`src/rtl/if_fetch_stage.sv`:
```
// if_fetch_stage: instruction fetch stage with one outstanding memory request,
// a single output slot feeding the IF/ID register and a 1-entry skid buffer.
//
// Ports:
//   clock, reset         rising-edge clock, synchronous active-high reset
//   stall                IF/ID will not load this cycle
//   redirect_valid/_pc   taken branch/jump: flush and restart fetch at redirect_pc
//   imem_req/_addr       fetch request and word-aligned address
//   imem_ready           memory accepts the request this cycle
//   imem_valid/_rdata    response strobe and instruction word
//   if_valid/_pc/_instr  output slot contents
//   perf_fetched/_stall  slot-load and stalled-full-slot counters
//                        (present only when IF_PERF_CNT_EN is defined)
module if_fetch_stage #(
   parameter logic [31:0] RESET_PC = 32'h0000_0000
) (
   input  logic        clock,
   input  logic        reset,
   input  logic        stall,
   input  logic        redirect_valid,
   input  logic [31:0] redirect_pc,
   output logic        imem_req,
   output logic [31:0] imem_addr,
   input  logic        imem_ready,
   input  logic        imem_valid,
   input  logic [31:0] imem_rdata,
   output logic        if_valid,
   output logic [31:0] if_pc,
   output logic [31:0] if_instr
`ifdef IF_PERF_CNT_EN
   ,
   output logic [31:0] perf_fetched,
   output logic [31:0] perf_stall
`endif
);
   typedef enum logic [1:0] {IDLE, REQ, WAIT, FULL} state_t;
   state_t state, state_n;
   logic [31:0] pc, pc_n, fetch_pc, fetch_pc_n;
   logic [31:0] if_pc_n, if_instr_n, skid_pc, skid_pc_n, skid_instr, skid_instr_n;
   logic if_valid_n, kill, kill_n, slot_free, accept, load;
   // the slot can take new data when empty or when IF/ID takes it this cycle
   assign slot_free = !if_valid || !stall;
   assign imem_req  = (state == REQ) && slot_free;
   assign imem_addr = pc;
   assign accept    = imem_req && imem_ready;
   always_ff @(posedge clock) begin
      if (reset) begin
         state      <= IDLE;
         pc         <= RESET_PC;
         fetch_pc   <= 32'd0;
         if_valid   <= 1'b0;
         if_pc      <= 32'd0;
         if_instr   <= 32'd0;
         skid_pc    <= 32'd0;
         skid_instr <= 32'd0;
         kill       <= 1'b0;
      end else begin
         state      <= state_n;
         pc         <= pc_n;
         fetch_pc   <= fetch_pc_n;
         if_valid   <= if_valid_n;
         if_pc      <= if_pc_n;
         if_instr   <= if_instr_n;
         skid_pc    <= skid_pc_n;
         skid_instr <= skid_instr_n;
         kill       <= kill_n;
      end
   end
   always_comb begin
      state_n      = state;
      pc_n         = pc;
      fetch_pc_n   = fetch_pc;
      if_valid_n   = if_valid && stall;
      if_pc_n      = if_pc;
      if_instr_n   = if_instr;
      skid_pc_n    = skid_pc;
      skid_instr_n = skid_instr;
      kill_n       = kill;
      load         = 1'b0;
      if (redirect_valid) begin
         pc_n       = redirect_pc & ~32'd3;
         if_valid_n = 1'b0;
         // a request still in flight must have its response discarded;
         // a response arriving this very cycle is simply dropped here
         kill_n     = (state == WAIT && !imem_valid) || accept;
         state_n    = kill_n ? WAIT : REQ;
      end else begin
         case (state)
            IDLE: state_n = REQ;
            REQ: if (accept) begin
               fetch_pc_n = pc;
               pc_n       = pc + 32'd4;
               state_n    = WAIT;
            end
            WAIT: if (imem_valid) begin
               if (kill) begin
                  kill_n  = 1'b0;
                  state_n = REQ;
               end else if (slot_free) begin
                  load       = 1'b1;
                  if_pc_n    = fetch_pc;
                  if_instr_n = imem_rdata;
                  state_n    = REQ;
               end else begin
                  skid_pc_n    = fetch_pc;
                  skid_instr_n = imem_rdata;
                  state_n      = FULL;
               end
            end
            FULL: if (!stall) begin
               load       = 1'b1;
               if_pc_n    = skid_pc;
               if_instr_n = skid_instr;
               state_n    = REQ;
            end
            default: state_n = IDLE;
         endcase
      end
      if (load) if_valid_n = 1'b1;
   end
`ifdef IF_PERF_CNT_EN
   always_ff @(posedge clock) begin
      if (reset) begin
         perf_fetched <= 32'd0;
         perf_stall   <= 32'd0;
      end else begin
         if (load) perf_fetched <= perf_fetched + 32'd1;
         if (if_valid && stall) perf_stall <= perf_stall + 32'd1;
      end
   end
`endif
endmodule

```
`config.mk`:
```
export PLATFORM = sky130hd
export DESIGN_NAME = if_fetch_stage
export DESIGN_NICKNAME = d
export VERILOG_FILES = /design/src/rtl/if_fetch_stage.sv
export SDC_FILE = /design/constraint.sdc
export NUM_CORES = 1
export LEC_CHECK = 0
export CORE_MARGIN = 3
export CORE_UTILIZATION = 40
export CTS_BUF_LIST = sky130_fd_sc_hd__clkbuf_4 sky130_fd_sc_hd__clkbuf_8 sky130_fd_sc_hd__clkbuf_16
export DETAILED_ROUTE_END_ITERATION = 16
export GPL_ROUTABILITY_DRIVEN = 0
export HOLD_SLACK_MARGIN = 0.06
export PLACE_DENSITY = 0.65
export SETUP_SLACK_MARGIN = 0.02
export SYNTH_ARGS = -nofsm -noshare
export SYNTH_HDL_FRONTEND = slang
export SYNTH_SLANG_ARGS = --single-unit
```
`constraint.sdc`:
```
create_clock -name clock -period 2.7 [get_ports clock]
set_clock_uncertainty 0.15 [all_clocks]
set_input_delay 0.675 -clock clock [delete_from_list [all_inputs] [get_ports clock]]
set_output_delay 0.675 -clock clock [all_outputs]
set_load 0.02 [all_outputs]
```
==> results of run 1 <==
-- cell type report --
| type | count | share of cell area [%] |
|---|---|---|
| clock buffer | 21 | 4.42 |
| timing repair buffer | 198 | 19.0 |
| tap | 265 | 3.09 |
| sequential | 188 | 35.1 |
| multi-input combinational | 680 | 36.4 |
| inverter | 11 | 0.385 |
| clock inverter | 11 | 1.68 |
-- kinds of logic after synthesis --
kind of cell / after synthesis / synth area share (%)
adders and majority gates: 4 / 0.625
xor gates and xnor gates: 7 / 0.766
and+or+nand+nor: 378 / 20.7
DFF: 188 / 47.0
other: 1 / 0.0468
buffers and inverters: 87 / 4.78
AOI/OAI and AO/OA: 225 / 18.4
muxes: 62 / 7.75
-- report_power, final --
part	leakage [nW]	internal (mW)	switching [mW]
Clock	0.318	1.65	1.08
Combinational	1.59	0.385	0.400
Sequential	1.53	2.87	0.104
-- final timing paths --
path / endpoint / slack, ns / cells after the start
setup / recovery: imem_addr[18] / 0.21 / 1
hold / removal: skid_pc[8] / 0.30 / 2
setup reg to reg: imem_addr[23] / 0.27 / 8
hold reg to reg: skid_pc[8] / 0.30 / 2
-- flip-flops by register name (all words and copies together), names as in the netlist --
name	count
if_instr	32
skid_instr	32
fetch_pc	30
if_pc	30
imem_addr	30
skid_pc	30
state	2
if_valid	1
kill	1
-- through the flow --
step           instances  power (mW)  worst slack, ns
2_1_floorplan        955        3.42            0.467
6_report            1374        6.49            0.213
3_3_place_gp        1342        3.82           -0.136
5_1_grt             1374        6.76            0.129
3_5_place_dp        1342        3.82           -0.124
4_1_cts             1374        6.56           0.0642
-- placed cells by master, fill, tap and decap left out, drive strengths merged, types with 15 or more instances in the layout --
cell	count
nand4	15
clkbuf	22
buf	38
a211oi	70
a21oi	93
nand3	17
mux2i	62
nor2	89
clkdlybuf4s50	159
dfxtp	188
nand2	206
-- layer usage --
layer	GRT usage (%)	vias up
li1	-	3658
met1	27.9	3297
met2	29.3	202
met3	5.12	19
met4	5.45	0
met5	0	-
-- what timing repair did --
action | CTS | global route
hold buffers | 0 | 0
gates resized for setup | 1 | 3
endpoints found under the setup margin | 1 | 1
==> run metrics, run 1 <==
FF-to-FF Start state[0]; vias per inst roughly 5.2; metal1 wirelength roughly 11000 µm; synth cell count leaders nand2_1, dfxtp_1, a21oi_1, nor2_1, a211oi_1; number of library cell types mapped by synthesis between 50 and 60; Die Height ~150 µm; htree depth 4; core area approximately 0.020 mm²; vias 7176; pins over their slew limit 0; fraction of registers with async set or reset after synthesis 0%; status finished clean; num rows between 50 and 60; Yosys top cell by area dfxtp_1; most frequent cell after synthesis nand2_1; Seq. cell area around 0.0038 mm²; Final Instance Area between 0.01 and 0.015 mm²; max cap viols 0; top layer reached by signal wires met4; initial antenna violation count 0; minimum clock period around 2.5 ns; final net count approximately 1200; root buf cell clkbuf_16; vias in the first global route approximately 6800; met3 routed WL between 1000 and 1500 µm; fmax between 0.4 and 0.5 GHz; metal2 WL roughly 9100 µm; largest net degree at the start of global routing 79; CTS Buf Count 17; starting density of the core 40.9%; total global-route track usage between 10% and 20%; Port Buffers between 150 and 200; DP Wirelength ~14000 µm; drc violations 0; synth warn 0; Mapped Avg Cell Area approximately 8.4 µm²; CTS Buffer Depth 2; share of the synthesized area in the top cell type 47.0%; setup tns final 0 ns; Hold WS about 0.30 ns; Hold Path Class reg -> reg; clk sinks roughly 190; Cells after Synth approximately 950; Detailed Routing Iterations Pass 1 5; first-pass GRT wire length approximately 35000 µm; CP top delay family buffers and inverters; die area 0.0218 mm²; slew margin rel. 60.7%; FILL cells roughly 1800; flops & latches, synth 188; clk_lat worst skew 0.43 ns; Placed Area just over 0.01 mm²; Critical Path Start Type register; worst hold start skid_pc[8]; crit path buf inv count 1; Final Setup Violations 0; Final period util 92.1%; clock-pin slew on the worst setup and hold paths about 0.070 ns; ANT cells 0; area of the multi-input gates just under 0.004 mm²; DR WL/cell ~15 µm; Slew @ Worst Pin 0.589 ns; Die W 147 µm; WP data arrival 1.66 ns; sequential-to-total area share from yosys stat a little under half; EDFF count, synth 0; ys flop type dfxtp_1; maximum VDD drop between 0.4 and 0.5 mV; Pleak approximately 3.4 nW; RSZ-0062 raised after global routing no; wirelength, routed 21200 µm; DR iter-0 viols between 400 and 500; share of layout cells above drive strength 1 approximately 8.0%; Final Util between 50% and 60%; Setup Fix Bufs, Post-CTS 0; CTS tree done; Final ANT Viol Nets 0; CP endpoint kind output port; ranking of synthesized cells by area dfxtp_1, nand2_1, mux2i_1; WS Path Type reg -> out; Critical Path RT roughly 1.9 ns; io pins about 170; synthesis-to-finish area growth 34.1%; pwr dens around 600 mW/mm²; Crit Path Max Fanout 8; Worst path max stage delay about 0.7 ns; Critical Path Start imem_addr[18]; gr ovfl total 0; cell chain of the critical path clkdlybuf4s50_1; Mapped Area approximately 0.008 mm²; critical path's slowest cell clkdlybuf4s50_1; Final Hold Fails 0
(Power assumes the default switching activity.)
==> run 2, diff against run 1 <==
--- a/config.mk
+++ b/config.mk
@@ -11,6 +11,7 @@
 export DETAILED_ROUTE_END_ITERATION = 16
 export GPL_ROUTABILITY_DRIVEN = 0
 export HOLD_SLACK_MARGIN = 0.06
+export MAX_ROUTING_LAYER = met4
 export PLACE_DENSITY = 0.65
 export SETUP_SLACK_MARGIN = 0.02
 export SYNTH_ARGS = -nofsm -noshare
==> run metrics, run 2 (synthesized netlist as in run 1, its figures left out) <==
WP data arrival 1.66 ns (about the same); WS Path Type reg -> out; Place WS -0.124 ns (unchanged); worst hold start skid_pc[8]; Die W 147 µm (unchanged); drc violations 0 (unchanged); Hold Path Class reg -> reg; pwr dens 605 mW/mm² (+0.21%); ANT cells 0 (unchanged); Hold EP skid_pc[8]; Tot Pwr 6.50 mW (+0.21%); commonest non-fill, non-tap cell in the layout nand2_1; post-cts sizing count 1 (unchanged); pins over their slew limit 0 (unchanged); Slew @ Worst Pin 0.588 ns (-0.000800 ns); synthesis-to-finish area growth 34.1% (unchanged); maximum VDD drop 0.429 mV (+1.1%); share of layout cells above drive strength 1 8.03% (unchanged); Hold WS 0.303 ns (-0.000606 ns); starting density of the core 40.9% (unchanged); largest net degree at the start of global routing 79 (unchanged); fmax 0.403 GHz (+0.12%); FF-to-FF Start state[0]; Crit Path Max Fanout 8 (unchanged); Setup Fix Bufs, Post-CTS 0 (unchanged); clock-pin slew on the worst setup and hold paths 0.07 ns (about the same); num rows 51 (unchanged); vias 7218 (+0.59%); vias in the first global route 6766 (+0.059%); Critical Path Start Type register; Final WS setup 0.216 ns (+0.00305 ns); gr ovfl total 0 (unchanged); cell chain of the critical path clkdlybuf4s50_1; Critical Path RT 1.88 ns (about the same); DR iter-0 viols 445 (-2.6%); core area 0.0196 mm² (unchanged); first-pass GRT wire length 35000 µm (about the same); DR WL/cell 15.5 µm (+0.40%); DP Wirelength 14200 µm (unchanged); RR Endpoint imem_addr[25]; R2R Setup Slk 0.27 ns (about the same); slew margin rel. 60.8% (about the same); Detailed Routing Iterations Pass 1 5 (unchanged); clk sinks 188 (unchanged); Regs by FF count if_instr: 32 flops, skid_instr: 32 flops; cts hold-fix bufs 0 (unchanged); Hold Crit Depth 2 (unchanged); vias per inst 5.25 (+0.59%); die area 0.0218 mm² (unchanged); Reg2Reg Depth 8 (unchanged); Final period util 92.0% (-0.11 points); root buf cell clkbuf_16; RSZ-0062 raised after global routing no; crit path buf inv count 1 (unchanged); final net count 1170 (unchanged); io pins 168 (unchanged); Final Hold Fails 0 (unchanged); CP endpoint kind output port; Final Setup Violations 0 (unchanged); most frequent cells in the layout nand2_1, dfxtp_1, clkdlybuf4s50_1; status finished clean; CTS tree done; CP top delay family buffers and inverters; htree depth 4 (unchanged); Pleak 3.44 nW (unchanged); initial antenna violation count 0 (unchanged); CTS Buf Count 17 (unchanged); critical path's slowest cell clkdlybuf4s50_1; max cap viols 0 (unchanged); Worst path max stage delay 0.69 ns (about the same); Die Height 147 µm (unchanged); Port Buffers 161 (unchanged); FILL cells 1825 (unchanged); Final ANT Viol Nets 0 (unchanged); wirelength, routed 21300 µm (+0.40%); clk_lat worst skew 0.43 ns (about the same); minimum clock period 2.48 ns (-0.00305 ns); total global-route track usage 20.2% (+0.62 points); CTS Buffer Depth 2 (unchanged)
-- run 2: cell counts in the layout (fill, tap and decap cells not counted) --
Identical to the previous run, type by type.
-- run 2: worst max-delay path by stage --
stage	startpoint	to	slack (ns)	cells after the start
2_1_floorplan	stall	if_instr[0]	0.47	5
3_3_place_gp	stall	imem_req	-0.14	4
3_5_place_dp	stall	imem_req	-0.12	4
4_1_cts	state[0]	imem_req	0.06	4
5_1_grt	state[0]	if_instr[9]	0.13	8
6_report	imem_addr[18]	imem_addr[18]	0.22	1
-- run 2: layout make-up --
cell class	count	area (µm²)	area share, %
clock buffers	21	474	4.42
repair buffers	198	2040	19.0
inverters	11	41.3	0.385
flip-flops and latches	188	3760	35.1
clock inverters	11	180	1.68
well taps	265	332	3.09
multi-input cells	680	3910	36.4
-- run 2: layer usage --
metal / routed length (µm) / track usage [%]
met1: 10600 / 28.3
met2: 9170 / 29.3
met3: 1220 / 4.69
met4: 259 / 5.45
met5: 0 / -
-- run 2: metrics by stage --
stage                     instance area [µm²]  TNS, ns  cells  util (%)
after detailed placement                10100    -3.13   1342      51.5
after floorplan                          8020        0    955         -
after global routing                    10700        0   1374      54.8
after global placement                  10100    -1.61   1342      51.5
final                                   10700        0   1374      54.8
after CTS                               10700        0   1374      54.8
-- run 2: power breakdown --
| group | total [mW] | switching, mW | internal (mW) | leakage [nW] |
|---|---|---|---|---|
| Clock | 2.75 | 1.10 | 1.65 | 0.318 |
| Sequential | 2.97 | 0.104 | 2.87 | 1.53 |
| Combinational | 0.786 | 0.401 | 0.385 | 1.59 |
| Total | 6.50 | 1.60 | 4.90 | 3.44 |
-- run 2: worst reg2reg max path: cells and delay by family, from the launching register on --
family | cells | cell delay, ns
flip-flops | 1 | 0.43
AO/OA/AOI/OAI | 2 | 0.50
adder cells (fa/ha/maj) | 1 | 0.26
AND/OR/NAND/NOR | 2 | 0.57
buffers and inverters | 3 | 0.43
